**config.mk**
```make
export PLATFORM = sky130hd
export DESIGN_NAME = onehot_req_encoder_flat
export DESIGN_NICKNAME = d
export VERILOG_FILES = /design/src/rtl/onehot_req_encoder_if.sv /design/src/rtl/onehot_req_encoder.sv /design/src/flat_wrapper.sv
export SDC_FILE = /design/constraint.sdc
export NUM_CORES = 1
export LEC_CHECK = 0
export CAP_MARGIN = 20
export CORE_AREA = 2 2 39 41
export CTS_BUF_LIST = sky130_fd_sc_hd__clkbuf_8 sky130_fd_sc_hd__clkbuf_16
export CTS_CLUSTER_SIZE = 20
export DETAILED_ROUTE_END_ITERATION = 10
export DIE_AREA = 0 0 41 43
export GPL_ROUTABILITY_DRIVEN = 0
export HOLD_SLACK_MARGIN = 0.08
export PLACE_DENSITY_LB_ADDON = 0.08
export SYNTH_ARGS = -nofsm -noshare
export SYNTH_HDL_FRONTEND = slang
export SYNTH_SLANG_ARGS = --single-unit
```
**constraint.sdc**
```tcl
create_clock -name clk -period 2.8 [get_ports clk]
set_clock_uncertainty 0.15 [all_clocks]
set_input_delay 0.84 -clock clk [delete_from_list [all_inputs] [get_ports clk]]
set_output_delay 0.84 -clock clk [all_outputs]
set_load 0.02 [all_outputs]
```
**src/rtl/onehot_req_encoder_if.sv**
```systemverilog
// onehot_req_encoder_if: request strobes in, valid/ready index stream and status out
interface onehot_req_encoder_if;
    logic [7:0] req;
    logic       out_ready;
    logic       out_valid;
    logic [2:0] out_idx;
    logic [7:0] pending;
    logic       busy;
    modport master (output req, out_ready, input out_valid, out_idx, pending, busy);
    modport slave  (input req, out_ready, output out_valid, out_idx, pending, busy);
endinterface

```
**src/rtl/onehot_req_encoder.sv**
```systemverilog
// onehot_req_encoder: sticky request collector emitting 3-bit indices via valid/ready; ONEHOT_REQ_ENCODER_ROUND_ROBIN_EN selects round-robin over fixed-lowest priority
module onehot_req_encoder (
    input logic                 clk,
    input logic                 rst,
    onehot_req_encoder_if.slave bus
);
    logic [7:0] pend;
    logic       valid;
    logic [2:0] idx;
    logic       load;
    logic       hit;
    logic [2:0] g;
    logic [7:0] grant_mask;
    assign load       = !valid || bus.out_ready;
    assign hit        = |pend;
    assign grant_mask = (load && hit) ? 8'b1 << g : 8'b0;
`ifdef ONEHOT_REQ_ENCODER_ROUND_ROBIN_EN
    logic [2:0]  last_idx;
    logic [2:0]  start;
    logic [15:0] rot;
    assign start = last_idx + 3'd1;
    // bit i of rot is pend[(start + i) mod 8]
    assign rot   = {pend, pend} >> start;
    always_comb begin
        g = start;
        for (int i = 7; i >= 0; i--)
            if (rot[i]) g = start + 3'(i);
    end
    always_ff @(posedge clk) begin
        if (rst) last_idx <= 3'd7;
        else if (load && hit) last_idx <= g;
    end
`else
    always_comb begin
        g = 3'd0;
        for (int i = 7; i >= 0; i--)
            if (pend[i]) g = 3'(i);
    end
`endif
    always_ff @(posedge clk) begin
        if (rst) begin
            pend  <= 8'h00;
            valid <= 1'b0;
            idx   <= 3'd0;
        end else begin
            pend <= (pend & ~grant_mask) | bus.req;
            if (load) valid <= hit;
            if (load && hit) idx <= g;
        end
    end
    assign bus.out_valid = valid;
    assign bus.out_idx   = idx;
    assign bus.pending   = pend;
    assign bus.busy      = hit || valid;
endmodule

```
**src/flat_wrapper.sv**
```systemverilog
// flat-port wrapper written by rule: the top's interface ports become plain ports
module onehot_req_encoder_flat 
  (clk, rst, bus_req, bus_out_ready, bus_out_valid, bus_out_idx, bus_pending, bus_busy);
  onehot_req_encoder_if bus_i ();
  input logic clk;
  input logic rst;
  input wire logic [$bits(bus_i.req)-1:0] bus_req;
  input wire logic [$bits(bus_i.out_ready)-1:0] bus_out_ready;
  output wire logic [$bits(bus_i.out_valid)-1:0] bus_out_valid;
  output wire logic [$bits(bus_i.out_idx)-1:0] bus_out_idx;
  output wire logic [$bits(bus_i.pending)-1:0] bus_pending;
  output wire logic [$bits(bus_i.busy)-1:0] bus_busy;
  assign bus_i.req = bus_req;
  assign bus_i.out_ready = bus_out_ready;
  assign bus_out_valid = bus_i.out_valid;
  assign bus_out_idx = bus_i.out_idx;
  assign bus_pending = bus_i.pending;
  assign bus_busy = bus_i.busy;
  onehot_req_encoder u_core (.clk(clk), .rst(rst), .bus(bus_i));
endmodule
```
# Word level (Yosys, flattened, before mapping)
# Cells that the tools add are included.
word_totals:
  inputBits: 11
  output_inout_bits: 13
  regBits: 12
  word_cells: 21
op_classes:
  shifts: 1
  reduce_logical: 5
  n_bitwise: 3
  mux: 9
op_table:
  columns: ["operator", "n"]
  rows:
  - ["$mux W3", 8]
  - ["$and A8 B8 Y8", 1]
  - ["$mux W8", 1]
  - ["$not A8 Y8", 1]
  - ["$or A8 B8 Y8", 1]
  - ["$reduce_or A8 Y1", 1]
  - ["$shl A1 B3 Y8 const A", 1]
  - ["$logic_or A1 B1 Y1", 2]
  - ["$logic_and A1 B1 Y1", 1]
  - ["$logic_not A1 Y1", 1]

# Longest topological paths before layout
# Gate-level depths: netlist of the first run.
logic_depth:
  depth_word: 13
  ltp_mapped: 4
  mapped_depth_nobuf: 4

# Worst setup path after synthesis of the first run
# OpenSTA, ideal clock, no wires.
synth_timing:
  path_kind: "register to output"
  start: "reg u_core.pend[3], in the netlist u_core.bus.pending[3]"
  end: "out bus_busy"
  required_time_ps: 1810
  arrival_ps: 1440
  path_buffers: 0
  path_stages_with_launch: 3
  slack_ps: 370
  cell_sequence: "dfxtp_1 or4_4 or3_1"
synth_via:
  elab_chain_cells: 2
synth_lines:
  columns: ["item", "line_no", "source"]
  rows:
  - ["start, declared", "onehot_req_encoder.sv:7", "logic [7:0] pend;"]
  - ["start signal, assigned", "onehot_req_encoder.sv:46", "pend <= (pend & ~grant_mask) | bus.req;"]
  - ["$reduce_or A8 Y1", "onehot_req_encoder.sv:15", "assign hit = |pend;"]
  - ["$logic_or A1 B1 Y1", "onehot_req_encoder.sv:54", "assign bus.busy = hit || valid;"]
  - ["end, declared", "flat_wrapper.sv:12", "output wire logic [$bits(bus_i.busy)-1:0] bus_busy;"]
# No other way between the ends.

# Final worst setup path of the first run
# Same ends and word-level chain as after synthesis.

==> results of run 1 <==
[routing by layer]
metal / part of all wire [%] / global-route usage, %
met1: 50 / 25.82
met2: 44 / 24.06
met3: 4.5 / 4.712
met4: 1.6 / 10.00
met5: 0 / 0
[synthesized netlist by cell type (all sizes together)]
cell / n / area [sq um]
dfxtp: 12 / 240.2
a21oi: 9 / 48.80
nor2: 9 / 33.78
inv: 5 / 18.77
nor3: 4 / 20.02
o21ai: 4 / 23.77
nand2: 3 / 11.26
nor4: 3 / 18.77
a211oi: 2 / 15.01
nand2b: 2 / 12.51
or4: 2 / 22.52
a221oi: 1 / 8.760
a31oi: 1 / 6.260
clkbuf: 1 / 3.750
nand4b: 1 / 8.760
nor2b: 1 / 6.260
nor3b: 1 / 7.510
o211ai: 1 / 7.510
o311ai: 1 / 8.760
or3: 1 / 6.260
[tightest hold or removal path, delay by kind of cell (launching register included)]
kind	cells	cell delay, ns
compound gates	1	0.05
flops	1	0.31
simple gates	1	0.05
[cells in the final DEF, fill, tap and decap left out, drive strengths merged]
cell type / netlist / layout
clkdlybuf4s50: 0 / 22
dfxtp: 12 / 12
nor2: 9 / 9
buf: 0 / 9
a21oi: 9 / 9
inv: 5 / 5
nor3: 4 / 4
clkbuf: 1 / 4
o21ai: 4 / 4
nand2: 3 / 3
nor4: 3 / 3
or4: 2 / 2
nand2b: 2 / 2
a211oi: 2 / 2
or3: 1 / 1
nor2b: 1 / 1
a31oi: 1 / 1
nand4b: 1 / 1
a221oi: 1 / 1
nor3b: 1 / 1
o311ai: 1 / 1
o211ai: 1 / 1
dlygate4sd2: 0 / 1
[flip-flops by register name, summed over array words and instances, names as in the netlist]
| register | cells |
|---|---|
| u_core.bus.out_valid | 1 |
| u_core.bus.pending | 8 |
| u_core.bus.out_idx | 3 |
[how the worst max path moves through the flow]
stage / slack (ns) / start / end / cells after the start
CTS: 0.05 / u_core.bus.pending[3] / bus_busy / 3
finish: 0.05 / u_core.bus.pending[3] / bus_busy / 3
global route: 0.02 / u_core.bus.pending[3] / bus_busy / 3
floorplan: 0.37 / u_core.bus.pending[3] / bus_busy / 2
global placement: 0.11 / u_core.bus.pending[3] / bus_busy / 3
detailed placement: 0.09 / u_core.bus.pending[3] / bus_busy / 3
[area by class of cell]
class	count	area, sq um
multi-input combinational	46	266.5
fill	122	486.7
inverter	5	18.77
tap	16	20.02
timing repair buffer	32	296.5
sequential	12	240.2
clock buffer	4	55.05
[power by group]
part	total [uW]	internal [uW]	switching, uW
combinational	131	66.8	63.8
sequential	192	185	7.34
clock	191	124	67.1
[cells by family after synthesis]
logic type	Yosys count	synth area share (%)
AO/OA/AOI/OAI	19	22.46
buffers and inverters	6	4.255
flip-flops	12	45.39
AND/OR/NAND/NOR	27	27.90
[through the flow]
stage          hold WS (ns)  setup slack [ns]
6_report             0.3112           0.04926
4_1_cts              0.3129           0.04822
5_1_grt              0.3488           0.02045
2_1_floorplan        0.3784            0.3703
3_3_place_gp         0.2922            0.1065
3_5_place_dp         0.3087           0.09220
==> impl_metrics.py, run 1 <==
metrics = {
    "sta": {
        "hold_viol_final": 0,
        "max_slew_margin_pct": 54.03,
        "min_period_ns": 2.751,
        "slew_viol_final": 0,
        "fin_tns_setup_ns": 0,
        "finalCritPeriodShare_pct": 98.24,
        "rsz0062_at_grt": "false",
        "clock.fmax_mhz": 363.5,
        "finalSetupViolations": 0,
        "worstMarginPinSlew_ns": 0.6895,
    },
    "clock_network": {
        "ctsResizeCount": 1,
        "cts_root_buf": "clkbuf_8",
        "cts_setup_buffers": 0,
        "clk_pin_slew_ns": 0.05,
        "clkLatencyLatePin_ns": 0.24,
        "cts_hold_buf": 0,
        "numCtsBuffers": 3,
        "h-tree-depth": 1,
        "clock_sinks": 12,
        "cts_buffer_depth": 2,
        "cts_tree": "done",
    },
    "die": {
        "num_rows": 14,
        "die_x_um": 41,
        "start_util_pct": 38.25,
        "io_pins": 24,
        "dieHeight_um": 43,
        "core_sq_um": 1384,
        "dieArea_sq_um": 1763,
    },
    "synthesis": {
        "synth_area_per_cell_sq_um": 8.270,
        "synth.distinct_cells": 22,
        "syn-instance-count": 64,
        "synth_seq_area_share_pct": 45.39,
        "yosysWarnings": 0,
        "synth-seq-cells": 12,
        "synth.net_count": 75,
        "synthesis.area_sq_um": 529.3,
    },
    "critical_path": {
        "worstRegToRegCells": 5,
        "crit_path_cell_trace": "or4_4 > or3_1 > dlygate4sd2_1",
        "crit_path_end_kind": "primary output",
        "slowest_stage": "or4_4",
        "cp.arrival_ns": 1.76,
        "cp_max_fo": 2,
        "path_delay_family": "simple AND/OR/NAND/NOR gates",
        "regToRegSetupSlack_ns": 1.00,
        "startpoint_type": "flip-flop",
        "worstSetupPathType": "reg -> out",
        "critical_path_required_ns": 1.81,
        "r2r_end": "u_core.bus.pending[7]",
        "rr_startpoint": "u_core.bus.pending[6]",
        "crit_path_max_incr_delay_ns": 0.53,
        "worst-path-buf-inv": 1,
    },
    "detailed_routing": {
        "ant_nets": 0,
        "dr.pass1.iters": 4,
        "drt-initial-drc-count": 13,
        "viasPerCell": 5.139,
        "drc": 0,
        "dr_total_vias": 591,
        "wl_per_cell_um": 12.07,
        "totalWireLength_um": 1388,
    },
    "grt": {
        "track_usage_pct": 18.16,
        "grt_antenna_before_repair": 0,
        "grt_max_degree": 13,
        "grt_pass1_vias": 516,
        "gr-total-overflow": 0,
        "grt_pass1_wl_um": 2173,
    },
    "outcome": {
        "outcome": "finished clean",
    },
    "hold_path": {
        "hold_end": "u_core.bus.out_idx[1]",
        "hold_depth": 2,
        "hold_class": "reg -> reg",
        "worstHoldStart": "u_core.bus.out_idx[1]",
    },
    "placement": {
        "place_inst": 111,
        "dp_hpwl_um": 1060,
        "numPortBuffers": 23,
        "dpl_cell_area_sq_um": 843.3,
    },
    "pwr": {
        "powerDensity_nw_per_um2": 572.9,
        "ir_worst_vdd_uv": 315.2,
        "finalPower_uw": 514.0,
        "p_leak_uw": 0.0003527,
    },
    "finish": {
        "drive_gt1_share_pct": 17.17,
        "diodes": 0,
        "design_area_sq_um": 897.1,
        "fin_util_pct": 64.83,
        "area_growth_pct": 69.50,
        "final_nets": 111,
        "stdcell_count": 115,
    },
    "flow_run": {
        "cap_viol_max_count": 0,
    },
}
Power figures use the tool's default switching activity.
==> run 2: changes to the inputs <==
--- a/config.mk
+++ b/config.mk
@@ -13,7 +13,7 @@
 export DIE_AREA = 0 0 41 43
 export GPL_ROUTABILITY_DRIVEN = 0
 export HOLD_SLACK_MARGIN = 0.08
-export PLACE_DENSITY_LB_ADDON = 0.08
+export PLACE_DENSITY_LB_ADDON = 0.1
 export SYNTH_ARGS = -nofsm -noshare
 export SYNTH_HDL_FRONTEND = slang
 export SYNTH_SLANG_ARGS = --single-unit
==> impl_metrics.py, run 2 (synthesis results as in run 1) <==
metrics = {
    "hold_path": {
        "hold_depth": 2,
        "hold_class": "reg -> reg",
    },
    "clock_network": {
        "cts_setup_buffers": 0,
        "cts_tree": "done",
        "ctsResizeCount": 1,
        "cts_root_buf": "clkbuf_8",
        "clkLatencyLatePin_ns": 0.24,
        "numCtsBuffers": 3,
        "cts_hold_buf": 0,
        "cts_buffer_depth": 2,
        "clock_sinks": 12,
        "clk_pin_slew_ns": 0.06,
        "h-tree-depth": 1,
    },
    "finish": {
        "fin_util_pct": 64.29,
        "diodes": 0,
        "mostFrequentLayoutCells": "clkdlybuf4s50_1 (22), dfxtp_1 (12), nor2_1 (9)",
        "drive_gt1_share_pct": 16.33,
        "final_nets": 110,
        "mostFrequentLayoutCell": "clkdlybuf4s50_1",
        "area_growth_pct": 68.08,
        "largest_reg_flops": 8,
    },
    "outcome": {
        "outcome": "finished clean",
    },
    "critical_path": {
        "crit_path_max_incr_delay_ns": 0.52,
        "crit_path_end_kind": "primary output",
        "worstRegToRegCells": 5,
        "worstSetupPathType": "reg -> out",
        "crit_path_cell_trace": "or4_4 > or3_1 > dlygate4sd2_1",
        "startpoint_type": "flip-flop",
        "cp.arrival_ns": 1.74,
        "critical_path_required_ns": 1.81,
        "cp_max_fo": 2,
        "slowest_stage": "or4_4",
    },
    "grt": {
        "grt_antenna_before_repair": 0,
        "track_usage_pct": 19.78,
        "grt_max_degree": 13,
        "grt_pass1_wl_um": 2366,
        "grt_pass1_vias": 516,
        "gr-total-overflow": 0,
    },
    "detailed_routing": {
        "drc": 0,
        "totalWireLength_um": 1459,
        "dr_total_vias": 618,
        "drt-initial-drc-count": 16,
        "ant_nets": 0,
        "wl_per_cell_um": 12.80,
        "dr.pass1.iters": 4,
        "viasPerCell": 5.421,
    },
    "die": {
        "dieArea_sq_um": 1763,
        "start_util_pct": 38.25,
        "die_x_um": 41,
        "io_pins": 24,
        "dieHeight_um": 43,
        "core_sq_um": 1384,
        "num_rows": 14,
    },
    "pwr": {
        "powerDensity_nw_per_um2": 578.5,
        "p_leak_uw": 0.0003477,
        "ir_worst_vdd_uv": 277.3,
    },
    "placement": {
        "numPortBuffers": 23,
        "dp_hpwl_um": 1101,
    },
    "sta": {
        "finalSetupViolations": 0,
        "slew_viol_final": 0,
        "finalCritPeriodShare_pct": 97.46,
        "hold_viol_final": 0,
        "clock.fmax_mhz": 366.4,
        "fin_tns_setup_ns": 0,
        "max_slew_margin_pct": 48.44,
        "worstMarginPinSlew_ns": 0.7734,
        "rsz0062_at_grt": "false",
        "min_period_ns": 2.729,
    },
    "flow_run": {
        "cap_viol_max_count": 0,
    },
}
## run 2: path summary, 6_finish.rpt
| check | endpoint | slack (ns) | start |
|---|---|---|---|
| max | bus_busy | 0.07 | u_core.bus.pending[3] |
| min | u_core.bus.out_idx[1] | 0.31 | u_core.bus.out_idx[1] |
| max reg2reg | u_core.bus.pending[7] | 0.99 | u_core.bus.pending[3] |
| min reg2reg | u_core.bus.out_idx[1] | 0.31 | u_core.bus.out_idx[1] |
## run 2: per-stage QoR
step	setup slack, ns	hold WS [ns]	instances	total power, uW	instance area [sq um]
after floorplan	0.3703	0.3784	64	258.8	529.3
after global placement	0.1069	0.2913	110	323.5	835.8
after detailed placement	0.1080	0.3001	110	324.8	835.8
after CTS	0.06844	0.3061	114	513.5	889.6
after global routing	0.04308	0.3476	114	533.3	889.6
final	0.07102	0.3071	114	514.6	889.6
## run 2: per-layer routing
| metal | GRT usage [%] | vias to the layer above | part of all wire (%) |
|---|---|---|---|
| met2 | 25.94 | 27 | 45 |
| met1 | 29.08 | 281 | 47 |
| met4 | 10.00 | 0 | 1.9 |
| li1 | - | 304 | - |
| met3 | 4.712 | 6 | 6.0 |
| met5 | 0 | - | 0 |
## run 2: final cells by class
type	instances	area (sq um)
Clock buffer	4	55.05
Fill cell	123	494.2
Inverter	5	18.77
Multi-Input combinational cell	46	266.5
Sequential cell	12	240.2
Tap cell	16	20.02
Timing Repair Buffer	31	289.0
## run 2: power by group
part | leakage (uW) | switching (uW) | internal, uW
clock | 0.0000288 | 68.0 | 124
combinational | 0.000219 | 64.0 | 65.6
sequential | 0.000100 | 8.07 | 184
## run 2: critical path: cells and delay by family, from the launching register on
kind	cells	cell delay [ns]
AND/OR/NAND/NOR	2	0.87
flip-flops	1	0.31
buffers and inverters	1	0.32
